**config.mk**
```make
export PLATFORM = sky130hd
export DESIGN_NAME = debug_overlay_multi
export DESIGN_NICKNAME = d
export VERILOG_FILES = /design/src/rtl/debug_overlay_multi.sv
export SDC_FILE = /design/constraint.sdc
export NUM_CORES = 1
export LEC_CHECK = 0
export ABC_AREA = 1
export BUFFER_PORTS_ARGS = -buffer_cell sky130_fd_sc_hd__clkbuf_2
export CORE_AREA = 2 2 154 156
export DETAILED_ROUTE_END_ITERATION = 7
export DIE_AREA = 0 0 156 158
export GPL_ROUTABILITY_DRIVEN = 0
export HOLD_SLACK_MARGIN = 0.1
export PLACE_DENSITY = 0.8
export SYNTH_ARGS = -nofsm -noshare
export SYNTH_HDL_FRONTEND = slang
export SYNTH_SLANG_ARGS = --single-unit
```
**constraint.sdc**
```tcl
create_clock -name clk -period 1.99 [get_ports clk]
set_input_delay 0.199 -clock clk [delete_from_list [all_inputs] [get_ports clk]]
set_output_delay 0.199 -clock clk [all_outputs]
set_load 0.1 [all_outputs]
```
**src/rtl/debug_overlay_multi.sv**
```systemverilog
// ---------------------------------------------------------------------------
// debug_overlay_multi
//
// Purpose:
//   Debug overlay for the raybox-zero display path. It draws CHANNELS
//   fixed-point vectors as rows of bit cells in the top-right corner of the
//   view. Values are captured once per frame into snapshot registers, so the
//   picture never tears mid-frame. Bits that changed at a capture are
//   highlighted for HOLD_FRAMES frames. The overlay can be frozen, or toggled
//   on and off. The top level muxes debug_rgb over the scene colour, with the
//   scene colour delayed by one clock to line up.
//
// Ports:
//   clk              in   1               pixel clock
//   reset_n          in   1               asynchronous active-low reset
//   hpos             in   10              current pixel column
//   vpos             in   10              current pixel row
//   channel_data     in   CHANNELS*WIDTH  flat live vectors, channel i at
//                                         [i*WIDTH +: WIDTH]
//   freeze           in   1               level; holds snapshots and counters
//   enable_toggle    in   1               level; each rising edge flips enable
//   in_debug_overlay out  1               registered; pixel inside the
//                                         enabled overlay
//   debug_rgb        out  6               registered colour {R,G,B}, 2b each
// ---------------------------------------------------------------------------
module debug_overlay_multi #(
    parameter int H_VIEW        = 640,
    parameter int DEBUG_SCALE   = 3,
    parameter int WIDTH         = 16,
    parameter int QM            = 6,
    parameter int CHANNELS      = 6,
    parameter int GROUP         = 2,
    parameter int HOLD_FRAMES   = 15,
    parameter bit START_ENABLED = 1'b1
) (
    input  logic                      clk,
    input  logic                      reset_n,
    input  logic [9:0]                hpos,
    input  logic [9:0]                vpos,
    input  logic [CHANNELS*WIDTH-1:0] channel_data,
    input  logic                      freeze,
    input  logic                      enable_toggle,
    output logic                      in_debug_overlay,
    output logic [5:0]                debug_rgb
);

    localparam int S    = DEBUG_SCALE;
    localparam int W    = WIDTH << S;
    localparam int HS   = H_VIEW - W - 1;
    localparam int R    = CHANNELS + (CHANNELS - 1) / GROUP;
    localparam int IDXW = (WIDTH > 1) ? $clog2(WIDTH) : 1;

    // Per-channel frame state
    logic [WIDTH-1:0] r_snap    [CHANNELS];
    logic [WIDTH-1:0] r_chgMask [CHANNELS];
    logic [7:0]       r_holdCnt [CHANNELS];

    // Enable control
    logic r_togPrev;
    logic r_en;

    // Registered outputs
    logic       r_inOverlay;
    logic [5:0] r_rgb;

    // Combinational helpers
    logic [WIDTH-1:0] w_chData [CHANNELS];
    logic [WIDTH-1:0] w_diff   [CHANNELS];
    logic             w_fs;
    logic             w_togRise;
    logic [10:0]      w_h;
    logic             w_inRegion;
    logic             w_gridline;
    logic [9:0]       w_row;
    logic [IDXW-1:0]  w_bitIdx;
    logic             w_chHit;
    logic [WIDTH-1:0] w_selSnap;
    logic [WIDTH-1:0] w_selMask;
    logic [7:0]       w_selHold;
    logic             w_bitVal;
    logic             w_bitChg;
    logic             w_inNext;
    logic [5:0]       w_rgbNext;

    assign w_fs      = (hpos == 10'd0) && (vpos == 10'd0);
    assign w_togRise = enable_toggle && !r_togPrev;

    // h is an 11-bit two's complement value. Bit 10 is the sign, so the
    // unsigned upper-bound compare is only trusted once the sign is clear.
    assign w_h        = {1'b0, hpos} - 11'(HS);
    assign w_inRegion = !w_h[10] && (w_h <= 11'(W)) && (vpos <= 10'(R << S));
    assign w_gridline = (w_h[S-1:0] == '0) || (vpos[S-1:0] == '0);
    assign w_row      = vpos >> S;

    // MSB is leftmost. Column WIDTH (the right border) wraps here, but that
    // column is always a gridline, so the wrapped index is never displayed.
    assign w_bitIdx   = IDXW'((WIDTH - 1) - int'(w_h >> S));

    // Unpack the flat channel bus and form the per-channel change vectors
    // against the current snapshot.
    always_comb begin
        for (int i = 0; i < CHANNELS; i++) begin
            w_chData[i] = channel_data[i*WIDTH +: WIDTH];
            w_diff[i]   = channel_data[i*WIDTH +: WIDTH] ^ r_snap[i];
        end
    end

    // Map the cell row onto a channel. Channel i sits on row i + i/GROUP.
    // The row numbers are elaboration-time constants, so this is only a set
    // of equality compares.
    always_comb begin
        w_chHit   = 1'b0;
        w_selSnap = '0;
        w_selMask = '0;
        w_selHold = '0;
        for (int i = 0; i < CHANNELS; i++) begin
            if (w_row == 10'(i + i / GROUP)) begin
                w_chHit   = 1'b1;
                w_selSnap = r_snap[i];
                w_selMask = r_chgMask[i];
                w_selHold = r_holdCnt[i];
            end
        end
    end

    assign w_bitVal = w_selSnap[w_bitIdx];
    assign w_bitChg = w_selMask[w_bitIdx] && (w_selHold != 8'd0);

    // Colour priority: gridline, then blank row, then highlighted bit, then
    // normal grey cell. Everything is forced to zero while disabled.
    always_comb begin
        w_inNext  = w_inRegion && r_en;
        w_rgbNext = 6'b000000;
        if (w_inNext) begin
            if (w_gridline) begin
                w_rgbNext = (w_h == 11'(QM << S)) ? 6'b101010 : 6'b000000;
            end else if (!w_chHit) begin
                w_rgbNext = 6'b000000;
            end else if (w_bitChg) begin
                w_rgbNext = w_bitVal ? 6'b110000 : 6'b010000;
            end else begin
                w_rgbNext = w_bitVal ? 6'b111111 : 6'b010101;
            end
        end
    end

    // Once-per-frame capture. A fresh change replaces the mask and restarts
    // the hold count. Otherwise the count runs down, and the mask is cleared
    // on the step that takes the count to zero.
    always_ff @(posedge clk or negedge reset_n) begin
        if (!reset_n) begin
            for (int i = 0; i < CHANNELS; i++) begin
                r_snap[i]    <= '0;
                r_chgMask[i] <= '0;
                r_holdCnt[i] <= '0;
            end
        end else if (w_fs && !freeze) begin
            for (int i = 0; i < CHANNELS; i++) begin
                r_snap[i] <= w_chData[i];
                if (w_diff[i] != '0) begin
                    r_chgMask[i] <= w_diff[i];
                    r_holdCnt[i] <= 8'(HOLD_FRAMES);
                end else if (r_holdCnt[i] != 8'd0) begin
                    r_holdCnt[i] <= r_holdCnt[i] - 8'd1;
                    if (r_holdCnt[i] == 8'd1) begin
                        r_chgMask[i] <= '0;
                    end
                end
            end
        end
    end

    // Enable toggles on each rising edge of enable_toggle. This is
    // independent of the frame strobe, so both can act in the same cycle.
    always_ff @(posedge clk or negedge reset_n) begin
        if (!reset_n) begin
            r_togPrev <= 1'b0;
            r_en      <= START_ENABLED;
        end else begin
            r_togPrev <= enable_toggle;
            if (w_togRise) begin
                r_en <= !r_en;
            end
        end
    end

    // Output register. This gives one clock of latency from hpos/vpos.
    always_ff @(posedge clk or negedge reset_n) begin
        if (!reset_n) begin
            r_inOverlay <= 1'b0;
            r_rgb       <= 6'b000000;
        end else begin
            r_inOverlay <= w_inNext;
            r_rgb       <= w_rgbNext;
        end
    end

    assign in_debug_overlay = r_inOverlay;
    assign debug_rgb        = r_rgb;

endmodule
```
==> results.py <==
metrics = {
    "sta": {
        "period_needed_ns": 2.35,
        "min_period_over_period_pct": 118,
        "hold_viol_final": 0,
        "setup_viol_count_final": 111,
        "drv_slew": 0,
        "slew_headroom_pct": 44.4,
        "fmax_ghz": 0.425,
        "rsz0062_at_grt": "true",
        "skew_ns": 0.0230,
        "fin_tns_setup_ns": -16.18,
        "fin_ws_ns": -0.363,
        "tightest_slew_ns": 0.831,
    },
    "setup_path": {
        "critPathCapture": "r_chgMask[3]",
        "crit_start": "r_snap[7]",
        "arrival_ns": 2.83,
        "r2r_slack_ns": -0.36,
        "crit_path_cell_trace": "xnor2_2 -> nand4_1 -> nor2_1 -> nand2_2 -> inv_4 -> nand3_4 -> nand2_4 -> nor2_4 -> a31oi_4 -> buf_12 -> buf_12 -> nand2_1 -> o21ai_1",
        "critPathLaunchType": "flip-flop",
        "required_ns": 2.46,
        "slowest_delay_ns": 0.43,
        "worst-path-max-fanout": 8,
        "reg2reg_depth": 13,
        "critPathKind": "flip-flop to flip-flop",
        "setup.worst_path.end_class": "flip-flop",
        "r2r_start": "r_snap[7]",
        "slowest_stage": "dfrtp_1",
        "crit_path_frequent_cell": "buf_12",
        "rr_endpoint": "r_chgMask[3]",
    },
    "floorplanning": {
        "row_count": 56,
        "dieArea_sq_um": 24600,
        "ioPinCount": 127,
        "die_x_microns": 156,
        "core_sq_um": 23100,
        "start_util_pct": 59.0,
        "die_h_microns": 158,
    },
    "min_path": {
        "hold_path.class": "input pin to flip-flop",
    },
    "clocking": {
        "cts_buffer_depth": 3,
        "cts_tree": "yes",
        "cts_buffers": 27,
        "root_buffer": "clkbuf_16",
        "cts_sinks": 247,
        "htreeDepth": 1,
        "clkTransAtPathRegs_ns": 0.08,
        "insertion_delay_ns": 0.56,
    },
    "placed_design": {
        "place_area_sq_um": 15700,
        "hpwl_microns": 31400,
        "io_buffers": 126,
        "dp.cells": 2313,
    },
    "finish": {
        "final_nets": 2326,
        "syn_to_final_growth_pct": 41.0,
        "final_cell_area_sq_um": 19200,
        "drive_above_1_share_pct": 26.5,
        "layout.cells.non_filler": 2506,
    },
    "logic_synthesis": {
        "synthCells": 1804,
        "syn_area_sq_um": 13600,
        "synth-compound-area-share_pct": 7.85,
        "ys_seq_area_share_pct": 45.5,
        "ys_seq_elements": 247,
        "synth_edf_count": 0,
        "async_flop_share_pct": 100,
        "synth_top_family_by_area": "simple AND/OR/NAND/NOR gates",
        "syn_nets": 1936,
        "ys.flop_type": "dfrtp_1",
        "synthAdderAreaFrac_pct": 1.10,
        "synth_cell_types": 45,
        "syn_area_per_cell_sq_um": 7.54,
        "yosysWarnings": 0,
        "synthMuxAreaShare_pct": 0,
        "synth-simple-area-share_pct": 31.3,
        "synth-xor-area-share_pct": 7.41,
    },
    "routing": {
        "drt_iter0_drc": 2593,
        "dr_total_vias": 15800,
        "via_per_inst": 6.31,
        "drc": 135,
        "wl_microns": 57400,
        "ant_nets": 0,
        "wl_per_cell_microns": 22.9,
        "drt-pass1-iter-count": 8,
    },
    "power_and_ir_drop": {
        "peakVddDrop_mv": 0.758,
        "p_leak_nw": 9.81,
        "power_density_nw_per_um2": 605,
    },
    "global_routing": {
        "grt_usage_pct": 40.2,
        "antenna_found_initial": 2,
        "grt_pass1_vias": 14400,
        "grt_overflow": 0,
        "grt_pass1_wl_microns": 76600,
        "grt_max_degree": 59,
    },
    "status": {
        "status": "finished with violations",
        "violations": "DRC, setup timing",
    },
    "flow_run": {
        "maxCapViolCount": 0,
    },
}
routing by layer:
| metal | vias to the layer above | wire length, microns | track usage, % |
|---|---|---|---|
| met4 | 0 | 5410 | 22.5 |
| met3 | 503 | 8260 | 9.03 |
| li1 | 6541 | - | - |
| met5 | - | 0 | 0 |
| met1 | 7272 | 18900 | 51.7 |
| met2 | 1506 | 24800 | 63.5 |
timing repair:
item | 4_1_cts | 5_1_grt
hold endpoints to repair | 425 | 0
resized for setup | 72 | 163
buffers inserted | 13 | 24
gates cloned | 5 | 5
hold buffers | 100 | 0
pin swaps | 12 | 52
setup endpoints to repair | 72 | 145
cell families (layout without fill, tap and decap cells):
logic type      count (synthesis)  after routing
other cells                     0              2
buf+inv                       224            634
simple gates                 1009           1009
xor+xnor                      115            115
compound gates                197            197
fa+ha+maj                      12             12
flops                         247            247
area by class of cell:
| class | count | area (sq um) |
|---|---|---|
| inverter | 151 | 587 |
| clock buffer | 40 | 805 |
| antenna | 2 | 5.00 |
| fill | 1178 | 3890 |
| timing repair buffer | 433 | 3660 |
| clock inverter | 9 | 123 |
| multi-input combinational | 1333 | 7420 |
| sequential | 247 | 6190 |
| timing repair inverter | 1 | 8.76 |
| tap | 290 | 363 |
worst min-delay path by stage:
stage	startpoint	end	slack (ns)	cells past startpoint
detailed placement	reset_n	r_holdCnt[23]	0.17	1
CTS	hpos[7]	in_debug_overlay	0.12	4
floorplan	reset_n	debug_rgb[2]	-0.1	0
global placement	reset_n	r_holdCnt[23]	0.17	1
finish	hpos[7]	in_debug_overlay	0.14	4
global route	hpos[7]	in_debug_overlay	0.13	4
stage by stage:
| step | power [mW] | setup slack [ns] | hold slack, ns | utilization [%] |
|---|---|---|---|---|
| after floorplan | 5.43 | 0.172 | -0.0966 | - |
| after global placement | 5.91 | -0.121 | 0.174 | 68.2 |
| after detailed placement | 5.92 | -0.151 | 0.169 | 68.2 |
| after CTS | 11.3 | -0.0484 | 0.125 | 79.1 |
| after global routing | 11.8 | -0.382 | 0.135 | 83.1 |
| final | 11.6 | -0.363 | 0.136 | 83.1 |
power breakdown:
group	internal, mW	switching [mW]
clock network	3.17	2.27
registers	5.04	0.00795
logic	0.481	0.622
total	8.69	2.90
worst max-delay path: cells and delay by family, from the launching register on:
kind            cells  cell delay, ns
buf+inv             3            0.38
compound gates      2            0.29
xor+xnor            1            0.36
flops               1            0.43
simple gates        7            0.79
Yosys cell counts, types with 14 or more instances:
cell type | instances | area, sq um
nor2_1 | 156 | 586
nand3_1 | 141 | 706
o21ai_0 | 81 | 405
buf_2 | 28 | 140
o21ai_1 | 77 | 385
nand2_1 | 610 | 2290
xnor2_1 | 84 | 736
clkbuf_1 | 32 | 120
inv_1 | 134 | 503
dfrtp_1 | 246 | 6160
inv_2 | 14 | 52.6
nand4_1 | 45 | 282
xor2_1 | 31 | 272
cells in the final DEF, fill, tap and decap left out, drive strengths merged:
master         n
or2            8
dfstp          1
ha            12
diode          2
o2111a         1
inv          150
bufinv         3
o211ai         1
xnor2         84
nand3        141
clkbuf       168
a31oi          8
nand3b        13
a311oi         1
nor3          12
xor2          31
nor4           2
and3           1
dfrtp        246
o21bai         2
nand2        619
clkinv         7
o21ai        163
buf          205
clkinvlp       1
nand4         45
and2           1
a21oi         15
o21a           1
dlygate4sd3  100
nor2         165
nor3b          2
o31ai          5
sequential cells by signal (all words and copies together) (netlist names):
signal            flops
r_chgMask            96
r_snap               96
r_holdCnt            48
debug_rgb             4
in_debug_overlay      1
r_en                  1
r_togPrev             1
No activity file was read; power rests on OpenSTA's default activity.
